===== config.mk =====
export PLATFORM = sky130hd
export DESIGN_NAME = sig_avg_sched
export DESIGN_NICKNAME = d
export VERILOG_FILES = /design/src/rtl/sig_avg_sched.sv
export SDC_FILE = /design/constraint.sdc
export NUM_CORES = 1
export LEC_CHECK = 0
export CORE_ASPECT_RATIO = 0.8
export CORE_MARGIN = 2
export CORE_UTILIZATION = 50
export DETAILED_ROUTE_END_ITERATION = 7
export GPL_ROUTABILITY_DRIVEN = 0
export PLACE_DENSITY = 0.73
export SLEW_MARGIN = 10
export SYNTH_ARGS = -nofsm -noshare
export SYNTH_HDL_FRONTEND = slang
export SYNTH_SLANG_ARGS = --single-unit

===== constraint.sdc =====
create_clock -name clk -period 5.7 [get_ports clk]
set_clock_uncertainty 0.05 [all_clocks]
set_input_delay 1.14 -clock clk [delete_from_list [all_inputs] [get_ports clk]]
set_output_delay 1.14 -clock clk [all_outputs]
set_load 0.02 [all_outputs]

===== src/rtl/sig_avg_sched.sv =====
`default_nettype none
// ============================================================================
//  Module   : sig_avg_sched
//  Purpose  : Shares one block-averaging accumulator among NCH channels.
//             A round-robin arbiter admits one sample per cycle into the
//             granted channel's running sum. Every AVG_N samples the channel
//             emits floor(sum/AVG_N) with its index through a 1-deep buffer.
//  Ports    : clk        - system clock, rising edge
//             rst_n      - asynchronous active-low reset
//             in_valid   - per-channel sample valid        [NCH]
//             in_data    - channel i at [i*DATLEN +: DATLEN]
//             in_ready   - one-hot (or zero) per-channel accept
//             clear      - pulse: discard all partial sums and counts
//             out_valid  - average available
//             out_ready  - downstream accept
//             out_chan   - channel index of out_avg
//             out_avg    - block average
//             busy       - high while clearing channel storage
//  Revision : 1.0 - initial release
// ============================================================================
module sig_avg_sched #(
    parameter int NCH        = 4,
    parameter int DATLEN     = 12,
    parameter int AVG_N_LOG2 = 6,
    parameter int CH_W       = 2
) (
    input  logic                    clk,
    input  logic                    rst_n,
    input  logic [NCH-1:0]          in_valid,
    input  logic [NCH*DATLEN-1:0]   in_data,
    output logic [NCH-1:0]          in_ready,
    input  logic                    clear,
    output logic                    out_valid,
    input  logic                    out_ready,
    output logic [CH_W-1:0]         out_chan,
    output logic [DATLEN-1:0]       out_avg,
    output logic                    busy
);

    localparam int                    c_sum_w    = DATLEN + AVG_N_LOG2;
    localparam logic [0:0]            c_st_clear = 1'b0;
    localparam logic [0:0]            c_st_run   = 1'b1;
    localparam logic [CH_W-1:0]       c_last_ch  = CH_W'(NCH - 1);
    localparam logic [AVG_N_LOG2-1:0] c_cnt_last = '1;

    logic [0:0]            state_q, state_d;
    logic [CH_W-1:0]       clr_idx_q, clr_idx_d;
    logic [CH_W-1:0]       rr_ptr_q, rr_ptr_d;
    logic [c_sum_w-1:0]    sum_q [NCH];
    logic [AVG_N_LOG2-1:0] cnt_q [NCH];
    logic                  out_valid_q;
    logic [CH_W-1:0]       out_chan_q;
    logic [DATLEN-1:0]     out_avg_q;

    logic [NCH-1:0]        w_elig;
    logic                  w_grant_any;
    logic [CH_W-1:0]       w_grant_idx;
    logic [CH_W-1:0]       w_cand;
    logic                  w_accept;
    logic                  w_complete;
    logic [DATLEN-1:0]     w_sample;
    logic [c_sum_w-1:0]    w_sum_next;

    // A channel about to complete must not be admitted while the output
    // buffer is full and not draining this cycle; all other samples flow.
    always_comb begin
        for (int i = 0; i < NCH; i++) begin
            w_elig[i] = in_valid[i] &&
                        !((cnt_q[i] == c_cnt_last) && out_valid_q && !out_ready);
        end
    end

    // First eligible channel searching upward from rr_ptr with wrap.
    always_comb begin
        w_grant_any = 1'b0;
        w_grant_idx = '0;
        w_cand      = '0;
        for (int k = 0; k < NCH; k++) begin
            w_cand = CH_W'((int'(rr_ptr_q) + k) % NCH);
            if (!w_grant_any && w_elig[w_cand]) begin
                w_grant_any = 1'b1;
                w_grant_idx = w_cand;
            end
        end
    end

    // A clear pulse in RUN suppresses that cycle's grant.
    assign w_accept   = (state_q == c_st_run) && !clear && w_grant_any;
    assign w_sample   = in_data[w_grant_idx*DATLEN +: DATLEN];
    assign w_sum_next = sum_q[w_grant_idx] + c_sum_w'(w_sample);
    assign w_complete = w_accept && (cnt_q[w_grant_idx] == c_cnt_last);

    // FSM: state register
    always_ff @(posedge clk or negedge rst_n) begin
        if (!rst_n) begin
            state_q   <= c_st_clear;
            clr_idx_q <= '0;
        end else begin
            state_q   <= state_d;
            clr_idx_q <= clr_idx_d;
        end
    end

    // FSM: next state
    always_comb begin
        state_d   = state_q;
        clr_idx_d = clr_idx_q;
        case (state_q)
            c_st_clear: begin
                if (clear) begin
                    clr_idx_d = '0;
                end else if (clr_idx_q == c_last_ch) begin
                    state_d   = c_st_run;
                    clr_idx_d = '0;
                end else begin
                    clr_idx_d = clr_idx_q + 1'b1;
                end
            end
            c_st_run: begin
                if (clear) begin
                    state_d   = c_st_clear;
                    clr_idx_d = '0;
                end
            end
            default: begin
                state_d   = c_st_clear;
                clr_idx_d = '0;
            end
        endcase
    end

    // FSM: outputs
    always_comb begin
        in_ready = '0;
        if (w_accept) begin
            in_ready[w_grant_idx] = 1'b1;
        end
        busy = (state_q == c_st_clear);
    end

    always_comb begin
        rr_ptr_d = rr_ptr_q;
        if (w_accept) begin
            rr_ptr_d = (w_grant_idx == c_last_ch) ? '0 : w_grant_idx + 1'b1;
        end
    end

    // Accumulators and output buffer. The buffer is deliberately untouched
    // by the clearing sweep so a pending average survives a clear.
    always_ff @(posedge clk or negedge rst_n) begin
        if (!rst_n) begin
            rr_ptr_q    <= '0;
            out_valid_q <= 1'b0;
            out_chan_q  <= '0;
            out_avg_q   <= '0;
            for (int i = 0; i < NCH; i++) begin
                sum_q[i] <= '0;
                cnt_q[i] <= '0;
            end
        end else begin
            rr_ptr_q <= rr_ptr_d;
            if (state_q == c_st_clear) begin
                sum_q[clr_idx_q] <= '0;
                cnt_q[clr_idx_q] <= '0;
            end else if (w_accept) begin
                if (w_complete) begin
                    sum_q[w_grant_idx] <= '0;
                    cnt_q[w_grant_idx] <= '0;
                end else begin
                    sum_q[w_grant_idx] <= w_sum_next;
                    cnt_q[w_grant_idx] <= cnt_q[w_grant_idx] + 1'b1;
                end
            end
            // Load takes priority so drain+load yields back-to-back averages.
            if (w_complete) begin
                out_valid_q <= 1'b1;
                out_chan_q  <= w_grant_idx;
                out_avg_q   <= w_sum_next[c_sum_w-1:AVG_N_LOG2];
            end else if (out_ready) begin
                out_valid_q <= 1'b0;
            end
        end
    end

    assign out_valid = out_valid_q;
    assign out_chan  = out_chan_q;
    assign out_avg   = out_avg_q;

endmodule
`default_nettype wire


==> flow_metrics.py <==
metrics = {
    "outcome": {
        "outcome": "finished clean",
    },
    "die": {
        "die-area_sq_um": 13800,
        "initial_utilization": 0.520,
        "rows": 36,
        "core-area_sq_um": 12300,
        "fp.dieW_um": 131,
        "fp.dieH_um": 105,
        "io_pins": 76,
    },
    "placed_design": {
        "dpl_worst_slack_ns": -0.154,
        "place_area_sq_um": 7540,
        "dpl.hpwl_um": 12800,
        "io_buffers": 75,
    },
    "critical_path": {
        "max_stage_delay_ns": 0.60,
        "startpoint_type": "input port",
        "cp_slowest_cell": "clkdlybuf4s50_1",
        "path_buf_inv": 6,
        "cp_top_family": "buffers and inverters",
        "reg2reg_to": "sum_q[32]$_DFFE_PN0P_",
        "path_max_fanout": 14,
        "setup.worst_path.end_class": "output port",
        "regToRegSetupSlack_ns": 1.19,
        "path_cells": "clkdlybuf4s50_1 -> nand2b_1 -> o31a_1 -> a31oi_1 -> nor2_4 -> buf_12 -> buf_4 -> inv_1 -> ha_1 -> nand2_1 -> inv_1 -> clkdlybuf4s50_1",
        "required_ns": 4.51,
        "crit_arrival_ns": 4.24,
        "worstSetupPathType": "in2out",
        "reg2reg_depth": 21,
        "worstReg2RegStart": "cnt_q[9]$_DFFE_PN0P_",
    },
    "power": {
        "power_density_nw_per_um2": 452,
        "power.leakage_nw": 3.70,
        "irDropWorstVdd_mv": 0.296,
    },
    "layout": {
        "antenna_cells": 0,
        "syn2layout_area_growth_pct": 28.0,
        "drive_gt1_frac": 0.122,
        "finalInstanceArea_sq_um": 8220,
        "final_nets": 808,
    },
    "clocking": {
        "clkLatencyLatePin_ns": 0.42,
        "cts.sinks": 116,
        "cts_tree": "done",
        "hold_buffers": 0,
        "cts_root_buf": "clkbuf_16",
        "clk_pin_slew_ns": 0.06,
        "htree_levels": 4,
        "clockBufferDepth": 2,
        "cts_buffers": 17,
    },
    "synthesis": {
        "synth_edf_count": 0,
        "synthesis.area_per_instance_sq_um": 10.1,
        "synth_common_cells": "116 x dfrtp_1, 67 x nand2_1, 56 x a22o_1",
        "yosysTopAreaCell": "dfrtp_1",
        "synth_flop_cell": "dfrtp_1",
        "synthDominantCellAreaShare": 0.452,
        "synthCells": 636,
        "synth_cell_types": 49,
        "async_reset_ff_frac": 1.00,
        "yosysMostFrequentCell": "dfrtp_1",
        "yosys_warnings": 0,
        "syn-num-nets": 714,
        "synth_area_sq_um": 6420,
        "ys_ff_latch": 116,
        "synth.area.top_cells": "dfrtp_1 45%, mux2i_1 8.4%, a22o_1 7.6%, ha_1 4.1%, nand2_1 3.9%",
        "ys_seq_area_frac": 0.452,
    },
    "grt": {
        "grt_pass1_wl_um": 29700,
        "grt_max_degree": 83,
        "grt_pass1_vias": 5787,
        "grt-ovfl-total": 0,
        "grt_antenna_before_repair": 0,
        "grtUsageTotal": 0.280,
    },
    "detailed_routing": {
        "drt-total-wl_um": 18200,
        "drc": 0,
        "drtIter0Drc": 468,
        "vias": 5602,
        "antenna_left": 0,
        "first_pass_iters": 5,
        "vias_per_cell": 6.13,
        "wl_per_cell_um": 19.9,
    },
    "timing": {
        "setup_violations": 0,
        "worst_slack_ns": 0.275,
        "slew_headroom": 0.298,
        "min_period_ns": 5.43,
        "max_freq_mhz": 184,
        "drv_slew": 0,
        "worst_slew_pin_slew_ns": 1.05,
        "finalHoldViolCount": 0,
        "rsz0062_at_grt": "false",
        "period_share": 0.952,
    },
    "min_path": {
        "worstHoldEndpoint": "sum_q[67]$_DFFE_PN0P_",
        "hp-class": "reg2reg",
        "whs_path_depth": 2,
        "hold_start": "sum_q[67]$_DFFE_PN0P_",
    },
    "run": {
        "maxCapViolCount": 0,
    },
}
-- layout by cell type (no fill, tap or decap), drive strengths merged, types with 5 or more instances in the layout --
cell | synthesis | routed
a211oi | 22 | 22
a21boi | 14 | 14
a21oi | 42 | 42
a22o | 56 | 56
a22oi | 12 | 12
and2 | 25 | 25
buf | 6 | 36
clkbuf | 29 | 18
clkdlybuf4s50 | 0 | 74
clkinv | 0 | 5
dfrtp | 116 | 116
ha | 21 | 21
inv | 14 | 18
mux2 | 13 | 13
mux2i | 54 | 54
nand2 | 67 | 67
nand2b | 7 | 7
nand3 | 8 | 8
nand4 | 7 | 7
nor2 | 24 | 24
nor3 | 6 | 6
o21ai | 41 | 41
o31ai | 5 | 5
xnor2 | 11 | 11
xor2 | 5 | 5
-- power breakdown --
part	leakage [nW]	total [mW]	switching, mW	internal, mW
sequential	1.61	0.968	0.0615	0.907
clock	0.312	1.15	0.404	0.748
combinational	1.78	1.60	0.984	0.612
-- worst reg2reg max path: cells and delay by family (launching register included) --
kind | cells | cell delay, ns
mux | 1 | 0.10
buf+inv | 4 | 0.59
flops | 1 | 0.39
xor+xnor | 1 | 0.16
simple gates | 3 | 0.54
fa+ha+maj | 2 | 0.61
compound gates | 10 | 1.98
-- timing repair --
item | 4_1_cts | 5_1_grt
endpoints found under the setup margin | 0 | 17
resized for setup | 0 | 5
setup buffers | 0 | 1
-- state kept, by name (all words and copies together), names as in the netlist --
register and count:
state_q 1, out_valid 1, rr_ptr_q 2, cnt_q 24
out_chan 2, sum_q 72, out_avg 12, clr_idx_q 2
-- cells by family after synthesis --
group	Yosys count	share of synthesized area
AO/OA/AOI/OAI	211	0.227
AND/OR/NAND/NOR	155	0.117
flip-flops	116	0.452
multiplexers	67	0.107
buffers and inverters	49	0.0308
adder cells (fa/ha/maj)	22	0.0440
XOR/XNOR	16	0.0218
-- final cells by class --
| class | instances | area, sq um |
|---|---|---|
| clock inverters | 14 | 199 |
| repair buffers | 110 | 1050 |
| clock buffers | 18 | 439 |
| multi-input cells | 471 | 3360 |
| well taps | 171 | 214 |
| fillers | 995 | 4130 |
| inverters | 14 | 52.6 |
| flip-flops and latches | 116 | 2900 |
-- per-layer routing --
metal  share of wire  wire length [um]  vias up  GRT usage
met5               0                 0        -          0
met4           0.020               363        0     0.0995
met3           0.072              1300       36     0.0533
met2            0.46              8380      265      0.430
met1            0.45              8130     2770      0.395
li1                -                 -     2531          -
-- how the worst max path moves through the flow --
stage	from	to	slack, ns	cells after the start
after floorplan	out_ready	sum_q[32]$_DFFE_PN0P_	0.08	21
after global placement	out_ready	sum_q[32]$_DFFE_PN0P_	0.06	23
after detailed placement	out_ready	out_avg[10]$_DFFE_PN0P_	-0.15	20
after CTS	out_ready	sum_q[32]$_DFFE_PN0P_	0.19	23
after global routing	out_ready	sum_q[50]$_DFFE_PN0P_	0.05	23
final	out_ready	in_ready[1]	0.27	12
-- metrics by stage --
stage                     utilization  power (mW)  hold WS, ns  setup TNS, ns  instances
after floorplan                     -        2.02        0.399              0        636
after global placement          0.611        2.48        0.410              0        881
after detailed placement        0.611        2.52        0.420          -1.39        881
after CTS                       0.663        3.70        0.433              0        913
after global routing            0.666        3.92        0.456              0        914
final                           0.666        3.72        0.431              0        914
Note: power is estimated with default switching activity, not from simulation.
